<file path="config.mk">
export PLATFORM = sky130hd
export DESIGN_NAME = stopwatch_lap_timer
export DESIGN_NICKNAME = d
export VERILOG_FILES = /design/src/rtl/timer_pkg.sv /design/src/rtl/seg_decoder.sv /design/src/rtl/stopwatch_lap_timer_tick_gen.sv /design/src/rtl/stopwatch_lap_timer.sv
export SDC_FILE = /design/constraint.sdc
export NUM_CORES = 1
export LEC_CHECK = 0
export BUFFER_PORTS_ARGS = -buffer_cell sky130_fd_sc_hd__buf_4
export CAP_MARGIN = 0
export CORE_ASPECT_RATIO = 0.5
export CORE_UTILIZATION = 60
export CTS_CLUSTER_SIZE = 40
export DETAILED_ROUTE_END_ITERATION = 8
export PLACE_DENSITY = 0.81
export RECOVER_POWER = 100
export SLEW_MARGIN = 20
export SYNTH_ARGS = -nofsm -noshare
export SYNTH_HDL_FRONTEND = slang
export SYNTH_SLANG_ARGS = --single-unit
</file>
<file path="constraint.sdc">
create_clock -name clock_i -period 6.65 [get_ports clock_i]
set_clock_uncertainty 0.05 [all_clocks]
set_input_delay 0.9975 -clock clock_i [delete_from_list [all_inputs] [get_ports clock_i]]
set_output_delay 0.9975 -clock clock_i [all_outputs]
set_load 0.02 [all_outputs]
</file>
<file path="src/rtl/timer_pkg.sv">
// Shared types, limits and helpers for the HH:MM:SS lap timer.
// Time is kept as six BCD digits; hours are validated against a runtime limit.
package timer_pkg;

  typedef logic [3:0] bcd_t;

  typedef struct packed {
    bcd_t h1;
    bcd_t h0;
    bcd_t m1;
    bcd_t m0;
    bcd_t s1;
    bcd_t s0;
  } time_t;

  localparam int   SEC_MAX    = 59;
  localparam int   MIN_MAX    = 59;
  localparam bcd_t LAMP_DIGIT = 4'd8;
  localparam bcd_t DIG_MAX    = 4'd9;
  localparam bcd_t S1_MAX     = bcd_t'(SEC_MAX / 10);
  localparam bcd_t M1_MAX     = bcd_t'(MIN_MAX / 10);

  function automatic logic bcd_valid(input time_t t, input int hr_max);
    int hours;
    hours = int'(t.h1) * 10 + int'(t.h0);
    return (t.h1 <= DIG_MAX) && (t.h0 <= DIG_MAX) &&
           (t.m1 <= M1_MAX)  && (t.m0 <= DIG_MAX) &&
           (t.s1 <= S1_MAX)  && (t.s0 <= DIG_MAX) &&
           (hours <= hr_max);
  endfunction

  function automatic int prescaler_width(input int tick_div);
    return (tick_div <= 2) ? 1 : $clog2(tick_div);
  endfunction

endpackage

</file>
<file path="src/rtl/seg_decoder.sv">
// BCD digit to 7-segment pattern, active-high, bit order {g,f,e,d,c,b,a}.
// Non-decimal codes blank the digit.
module seg_decoder (
  input  logic [3:0] digit_i,
  output logic [6:0] seg_o
);

  always_comb begin
    case (digit_i)
      4'd0:    seg_o = 7'h3F;
      4'd1:    seg_o = 7'h06;
      4'd2:    seg_o = 7'h5B;
      4'd3:    seg_o = 7'h4F;
      4'd4:    seg_o = 7'h66;
      4'd5:    seg_o = 7'h6D;
      4'd6:    seg_o = 7'h7D;
      4'd7:    seg_o = 7'h07;
      4'd8:    seg_o = 7'h7F;
      4'd9:    seg_o = 7'h6F;
      default: seg_o = 7'h00;
    endcase
  end

endmodule

</file>
<file path="src/rtl/stopwatch_lap_timer_tick_gen.sv">
// One-second prescaler: counts 0..TICK_DIV-1 while enabled, holds otherwise.
// tick_o is combinational in the cycle the count sits at its last value.
module stopwatch_lap_timer_tick_gen
  import timer_pkg::*;
#(
  parameter int TICK_DIV = 50_000_000
) (
  input  logic clock_i,
  input  logic reset_i,
  input  logic en_i,
  input  logic clr_i,
  output logic tick_o
);

  localparam int         W    = prescaler_width(TICK_DIV);
  localparam logic [W-1:0] LAST = W'(TICK_DIV - 1);

  logic [W-1:0] cnt_q, cnt_d;

  assign tick_o = en_i && (cnt_q == LAST);

  always_comb begin
    cnt_d = cnt_q;
    if (clr_i) begin
      cnt_d = '0;
    end else if (en_i) begin
      cnt_d = (cnt_q == LAST) ? '0 : cnt_q + 1'b1;
    end
  end

  always_ff @(posedge clock_i) begin
    if (reset_i) begin
      cnt_q <= '0;
    end else begin
      cnt_q <= cnt_d;
    end
  end

endmodule

</file>
<file path="src/rtl/stopwatch_lap_timer.sv">
// HH:MM:SS up/down timer with preset load, countdown expiry, lap freeze and lamp test.
// Drives six 7-segment digits; display mux is combinational on registered state.
module stopwatch_lap_timer
  import timer_pkg::*;
#(
  parameter int TICK_DIV = 50_000_000,
  parameter int HR_MAX   = 99
) (
  input  logic        clock_i,
  input  logic        reset_i,
  input  logic        run_i,
  input  logic        mode_down_i,
  input  logic        clear_i,
  input  logic        load_i,
  input  logic [23:0] preset_i,
  input  logic        lap_i,
  input  logic        lamp_test_i,
  output logic [6:0]  seg5_o,
  output logic [6:0]  seg4_o,
  output logic [6:0]  seg3_o,
  output logic [6:0]  seg2_o,
  output logic [6:0]  seg1_o,
  output logic [6:0]  seg0_o,
  output logic        expired_o,
  output logic        wrap_o,
  output logic        load_err_o
);

  localparam bcd_t  HR_H1    = bcd_t'(HR_MAX / 10);
  localparam bcd_t  HR_H0    = bcd_t'(HR_MAX % 10);
  localparam time_t TIME_MAX = {HR_H1, HR_H0, M1_MAX, DIG_MAX, S1_MAX, DIG_MAX};

  time_t time_q, time_d;
  time_t lap_q, lap_d;
  logic  frozen_q, frozen_d;
  logic  expired_q, expired_d;
  logic  wrap_q, wrap_d;
  logic  load_err_q, load_err_d;

  time_t preset_w;
  time_t disp_w;
  logic  load_ok_w;
  logic  tick_w;

  assign preset_w  = preset_i;
  assign load_ok_w = bcd_valid(preset_w, HR_MAX);

  function automatic time_t time_inc(input time_t t);
    time_t r;
    r = t;
    if (r.s0 != DIG_MAX) r.s0 = r.s0 + 4'd1;
    else begin
      r.s0 = '0;
      if (r.s1 != S1_MAX) r.s1 = r.s1 + 4'd1;
      else begin
        r.s1 = '0;
        if (r.m0 != DIG_MAX) r.m0 = r.m0 + 4'd1;
        else begin
          r.m0 = '0;
          if (r.m1 != M1_MAX) r.m1 = r.m1 + 4'd1;
          else begin
            r.m1 = '0;
            if (r.h1 == HR_H1 && r.h0 == HR_H0) begin
              r.h1 = '0;
              r.h0 = '0;
            end else if (r.h0 == DIG_MAX) begin
              r.h0 = '0;
              r.h1 = r.h1 + 4'd1;
            end else begin
              r.h0 = r.h0 + 4'd1;
            end
          end
        end
      end
    end
    return r;
  endfunction

  // Borrow out of 00:00:00 never reaches the hours branch; that case is caught by the caller.
  function automatic time_t time_dec(input time_t t);
    time_t r;
    r = t;
    if (r.s0 != 4'd0) r.s0 = r.s0 - 4'd1;
    else begin
      r.s0 = DIG_MAX;
      if (r.s1 != 4'd0) r.s1 = r.s1 - 4'd1;
      else begin
        r.s1 = S1_MAX;
        if (r.m0 != 4'd0) r.m0 = r.m0 - 4'd1;
        else begin
          r.m0 = DIG_MAX;
          if (r.m1 != 4'd0) r.m1 = r.m1 - 4'd1;
          else begin
            r.m1 = M1_MAX;
            if (r.h0 != 4'd0) r.h0 = r.h0 - 4'd1;
            else if (r.h1 != 4'd0) begin
              r.h0 = DIG_MAX;
              r.h1 = r.h1 - 4'd1;
            end else begin
              r.h1 = HR_H1;
              r.h0 = HR_H0;
            end
          end
        end
      end
    end
    return r;
  endfunction

  // A rejected load freezes the prescaler too, so nothing moves in that cycle.
  stopwatch_lap_timer_tick_gen #(
    .TICK_DIV (TICK_DIV)
  ) u_tick_gen (
    .clock_i (clock_i),
    .reset_i (reset_i),
    .en_i    (run_i && !expired_q && !load_i),
    .clr_i   (clear_i || (load_i && load_ok_w)),
    .tick_o  (tick_w)
  );

  always_comb begin
    time_d     = time_q;
    lap_d      = lap_q;
    frozen_d   = frozen_q;
    expired_d  = expired_q;
    wrap_d     = 1'b0;
    load_err_d = 1'b0;

    if (clear_i) begin
      time_d    = '0;
      expired_d = 1'b0;
    end else if (load_i) begin
      if (load_ok_w) begin
        time_d    = preset_w;
        expired_d = 1'b0;
      end else begin
        load_err_d = 1'b1;
      end
    end else if (tick_w) begin
      if (mode_down_i) begin
        time_d = (time_q == '0) ? time_q : time_dec(time_q);
        if (time_d == '0) expired_d = 1'b1;
      end else begin
        time_d = time_inc(time_q);
        wrap_d = (time_q == TIME_MAX);
      end
    end

    // Lap captures the value this edge commits, not the stale one.
    if (clear_i) begin
      frozen_d = 1'b0;
    end else if (lap_i) begin
      if (!frozen_q) begin
        lap_d    = time_d;
        frozen_d = 1'b1;
      end else begin
        frozen_d = 1'b0;
      end
    end
  end

  always_ff @(posedge clock_i) begin
    if (reset_i) begin
      time_q     <= '0;
      lap_q      <= '0;
      frozen_q   <= 1'b0;
      expired_q  <= 1'b0;
      wrap_q     <= 1'b0;
      load_err_q <= 1'b0;
    end else begin
      time_q     <= time_d;
      lap_q      <= lap_d;
      frozen_q   <= frozen_d;
      expired_q  <= expired_d;
      wrap_q     <= wrap_d;
      load_err_q <= load_err_d;
    end
  end

  always_comb begin
    if (lamp_test_i)   disp_w = {6{LAMP_DIGIT}};
    else if (frozen_q) disp_w = lap_q;
    else               disp_w = time_q;
  end

  logic [6:0] seg_w [6];

  for (genvar gi = 0; gi < 6; gi++) begin : g_digit
    seg_decoder u_dec (
      .digit_i (disp_w[gi*4 +: 4]),
      .seg_o   (seg_w[gi])
    );
  end

  assign seg0_o     = seg_w[0];
  assign seg1_o     = seg_w[1];
  assign seg2_o     = seg_w[2];
  assign seg3_o     = seg_w[3];
  assign seg4_o     = seg_w[4];
  assign seg5_o     = seg_w[5];
  assign expired_o  = expired_q;
  assign wrap_o     = wrap_q;
  assign load_err_o = load_err_q;

endmodule

</file>
==> results.md <==
- Post-synthesis xor/xnor area fraction: under 10%
- Synth unique cells: 77
- Number of iterations in the first detailed-routing pass: 6
- Post-synthesis async set-or-reset flop share: 0%
- Clock root cell: clkbuf_16
- First-pass GRT wire length: about 35000 um
- Leakage power: between 2 and 3 nW
- Tmin final: 4.91 ns
- Adder-Cell Fraction of Synth Area: 11.8%
- Finish-stage setup viols: 0
- Met2 Usage GRT: between 50% and 60%
- WHS Path Cells: 2
- Synth Net Count: 1027
- Max IR drop VDD: around 120 uV
- Port Buffers: 76
- Reg2reg setup slack: 2.86 ns
- Die Area: about 0.012 mm2
- Max FO, Critical Path: 36
- Worst min-delay path startpoint: lap_q[22]$_SDFFE_PP0P_
- Antenna Nets Post-Route: 0
- Dominant synthesized flop cell: dfxtp_1
- Crit Path Category: input port to primary output
- Sequential fraction of the synthesis area: 22.3%
- CP Launch Type: input port
- Largest family of logic cells by synthesized area: simple AND/OR/NAND/NOR gates
- Area of the multi-input gates: 0.00504 mm2
- Drc violations: 0
- Power density over the cells: 160 mW/mm2
- Final hold vios: 0
- Critical R2R Launch: time_q[0]$_SDFF_PP0_
- PostCTS Resize Cnt: 0
- Number of synthesized flops with an enable pin: 0
- Post-synthesis register bit count: 78
- Fmax: 0.204 GHz
- Slew HR: -7.61%
- Initial core utilization: between 60% and 70%
- Multiplexer share of the synthesized area: ~4.6%
- Post-DP HPWL: 16300 um
- Die Wd: around 150 um
- Fill cells: ~1000
- Data required, critical path: 5.60 ns
- Largest net degree at the start of global routing: 37
- GR Util met3: 9.66%
- Latest clock arrival within the worst-skew pair: 0.34 ns
- Fin nets: between 1000 and 1500
- Synthesized area: approximately 0.007 mm2
- CTS tree: yes
- Clock transition at path regs: 0.05 ns
- Syn Area/Cell: between 7 and 8 um2
- CP endpoint kind: primary output
- Status: finished, violations left
- Num Clock Sinks: 78
- Share of cells above drive strength 1: 7.21%
- Area Overhead vs Synth: 9.66%
- Number of global-route vias before repair: around 6600
- Routability cong.: 0.996
- H-Tree Depth: 3
- Syn Inst Count: 930
- Max Root-Sink Buffers: 2
- RSZ-0062 raised after global routing: no
- DRT iter0 DRCs: 1059
- Failing checks: capacitance limit, slew limit
- Worst r2r path cells: 9
- Vias per inst: 6.55
- Grt met1 use: between 50% and 60%
- Hold slack final: 0.405 ns
- # rows: 27
- Inserted Clock Buffers: 9
- Die height: 78.4 um
- Via Count: between 7000 and 8000
- Simple-Gate Fraction of Synth Area: 28.5%
- Total gr overflow: 0
- Final setup TNS: 0 ns
- Worst hold path class: flop to flop
- Period utilization: 73.9%
- Slew Viols, Final: approximately 50
- YS warnings: 0
- Total track usage: approximately 37%
- FF-to-FF End: expired_o$_SDFFE_PP0P_
- Busiest layer in global routing: met2
- Core box area: ~0.011 mm2
- Final WL: around 22000 um
- Most frequent cells in the layout: 98 x nor2_1, 78 x dfxtp_1, 76 x nand2_1
- Most common cell after layout, fill and taps aside: nor2_1
- Hold_buf cts: 0
- Critical Path AT: 3.86 ns
- Hold Path End: lap_q[22]$_SDFFE_PP0P_
- Register area: 0.00156 mm2
- # IOs: 77
- Post-CTS Setup Bufs: 0
- # diodes: 0
- Compound-Gate Fraction of Synth Area: between 20% and 30%
- DR WL/cell: 19.6 um
- Worst slew pin tran: 1.60 ns
- Max_cap viols: 2
- Initial antenna violation count: 0
## cells in the mapped netlist, drive strengths merged (17+ instances only)
| cell | number | share of area [%] |
|---|---|---|
| buf | 18 | 1.4 |
| o22ai | 18 | 1.7 |
| xnor2 | 23 | 2.9 |
| nand4 | 21 | 1.9 |
| nand2 | 76 | 4.1 |
| nor2b | 18 | 1.6 |
| ha | 63 | 11 |
| mux2i | 30 | 4.3 |
| nand3 | 39 | 2.8 |
| dfxtp | 78 | 22 |
| clkbuf | 41 | 2.2 |
| nor2 | 99 | 5.3 |
| o31ai | 17 | 1.8 |
| inv | 40 | 2.1 |
| a21oi | 39 | 2.8 |
| nor4 | 18 | 1.7 |
| o21ai | 61 | 4.4 |
| nor3 | 38 | 3.0 |
## area by class of cell
| class | count | share of cell area, % |
|---|---|---|
| multi-input cells | 753 | 65.6 |
| flip-flops and latches | 78 | 20.3 |
| repair buffers | 85 | 6.01 |
| clock buffers | 14 | 3.44 |
| well taps | 159 | 2.59 |
| inverters | 40 | 1.95 |
| clock inverters | 1 | 0.0651 |
## cell families after synthesis
group / Yosys count
AO/OA/AOI/OAI: 236
XOR/XNOR: 36
adder cells (fa/ha/maj): 65
buffers and inverters: 99
flip-flops: 78
multiplexers: 32
AND/OR/NAND/NOR: 384
## registers in the layout (all words and copies together), names as in the netlist
register          count
wrap_o                1
load_err_o            1
lap_q                24
u_tick_gen.cnt_q     26
expired_o             1
time_q               24
frozen_q              1
## how the worst max path moves through the flow
stage / from / end / slack, ns / depth (start not counted)
finish: lamp_test_i / seg3_o[0] / 1.74 / 5
detailed placement: preset_i[21] / u_tick_gen.cnt_q[12]$_SDFFE_PP0P_ / 2.31 / 12
floorplan: preset_i[21] / lap_q[3]$_SDFFE_PP0P_ / 2.78 / 11
CTS: preset_i[21] / u_tick_gen.cnt_q[12]$_SDFFE_PP0P_ / 2.64 / 12
global route: lamp_test_i / seg3_o[0] / 1.37 / 5
global placement: preset_i[21] / u_tick_gen.cnt_q[19]$_SDFFE_PP0P_ / 2.34 / 12
## power breakdown
part / total, mW / leakage [nW] / internal (mW) / switching (mW)
Clock: 0.465 / 0.133 / 0.271 / 0.194
Combinational: 0.278 / 2.14 / 0.0951 / 0.183
Sequential: 0.483 / 0.630 / 0.473 / 0.0103
Total: 1.23 / 2.90 / 0.840 / 0.387
## critical path, cell delays in order
cell,delay (ns)
clkbuf_1,0.58
a211oi_1,1.52
nand2_1,0.27
o21ai_0,0.24
clkbuf_1,0.25
## metal layers
| layer | up-vias | wire, um |
|---|---|---|
| met5 | - | 0 |
| met4 | 0 | 711 |
| met3 | 79 | 2720 |
| met2 | 456 | 9010 |
| met1 | 3388 | 9730 |
| li1 | 3477 | - |
## stage by stage
stage | utilization (%) | setup WS (ns) | area [um2] | power, mW | instances
after floorplan | - | 2.78 | 7010 | 0.677 | 930
after global placement | 68.0 | 2.34 | 7600 | 0.771 | 1115
after detailed placement | 68.0 | 2.31 | 7600 | 0.774 | 1115
after CTS | 70.4 | 2.64 | 7870 | 1.23 | 1130
after global routing | 68.7 | 1.37 | 7680 | 1.26 | 1130
final | 68.7 | 1.74 | 7680 | 1.23 | 1130
(Power assumes the default switching activity.)
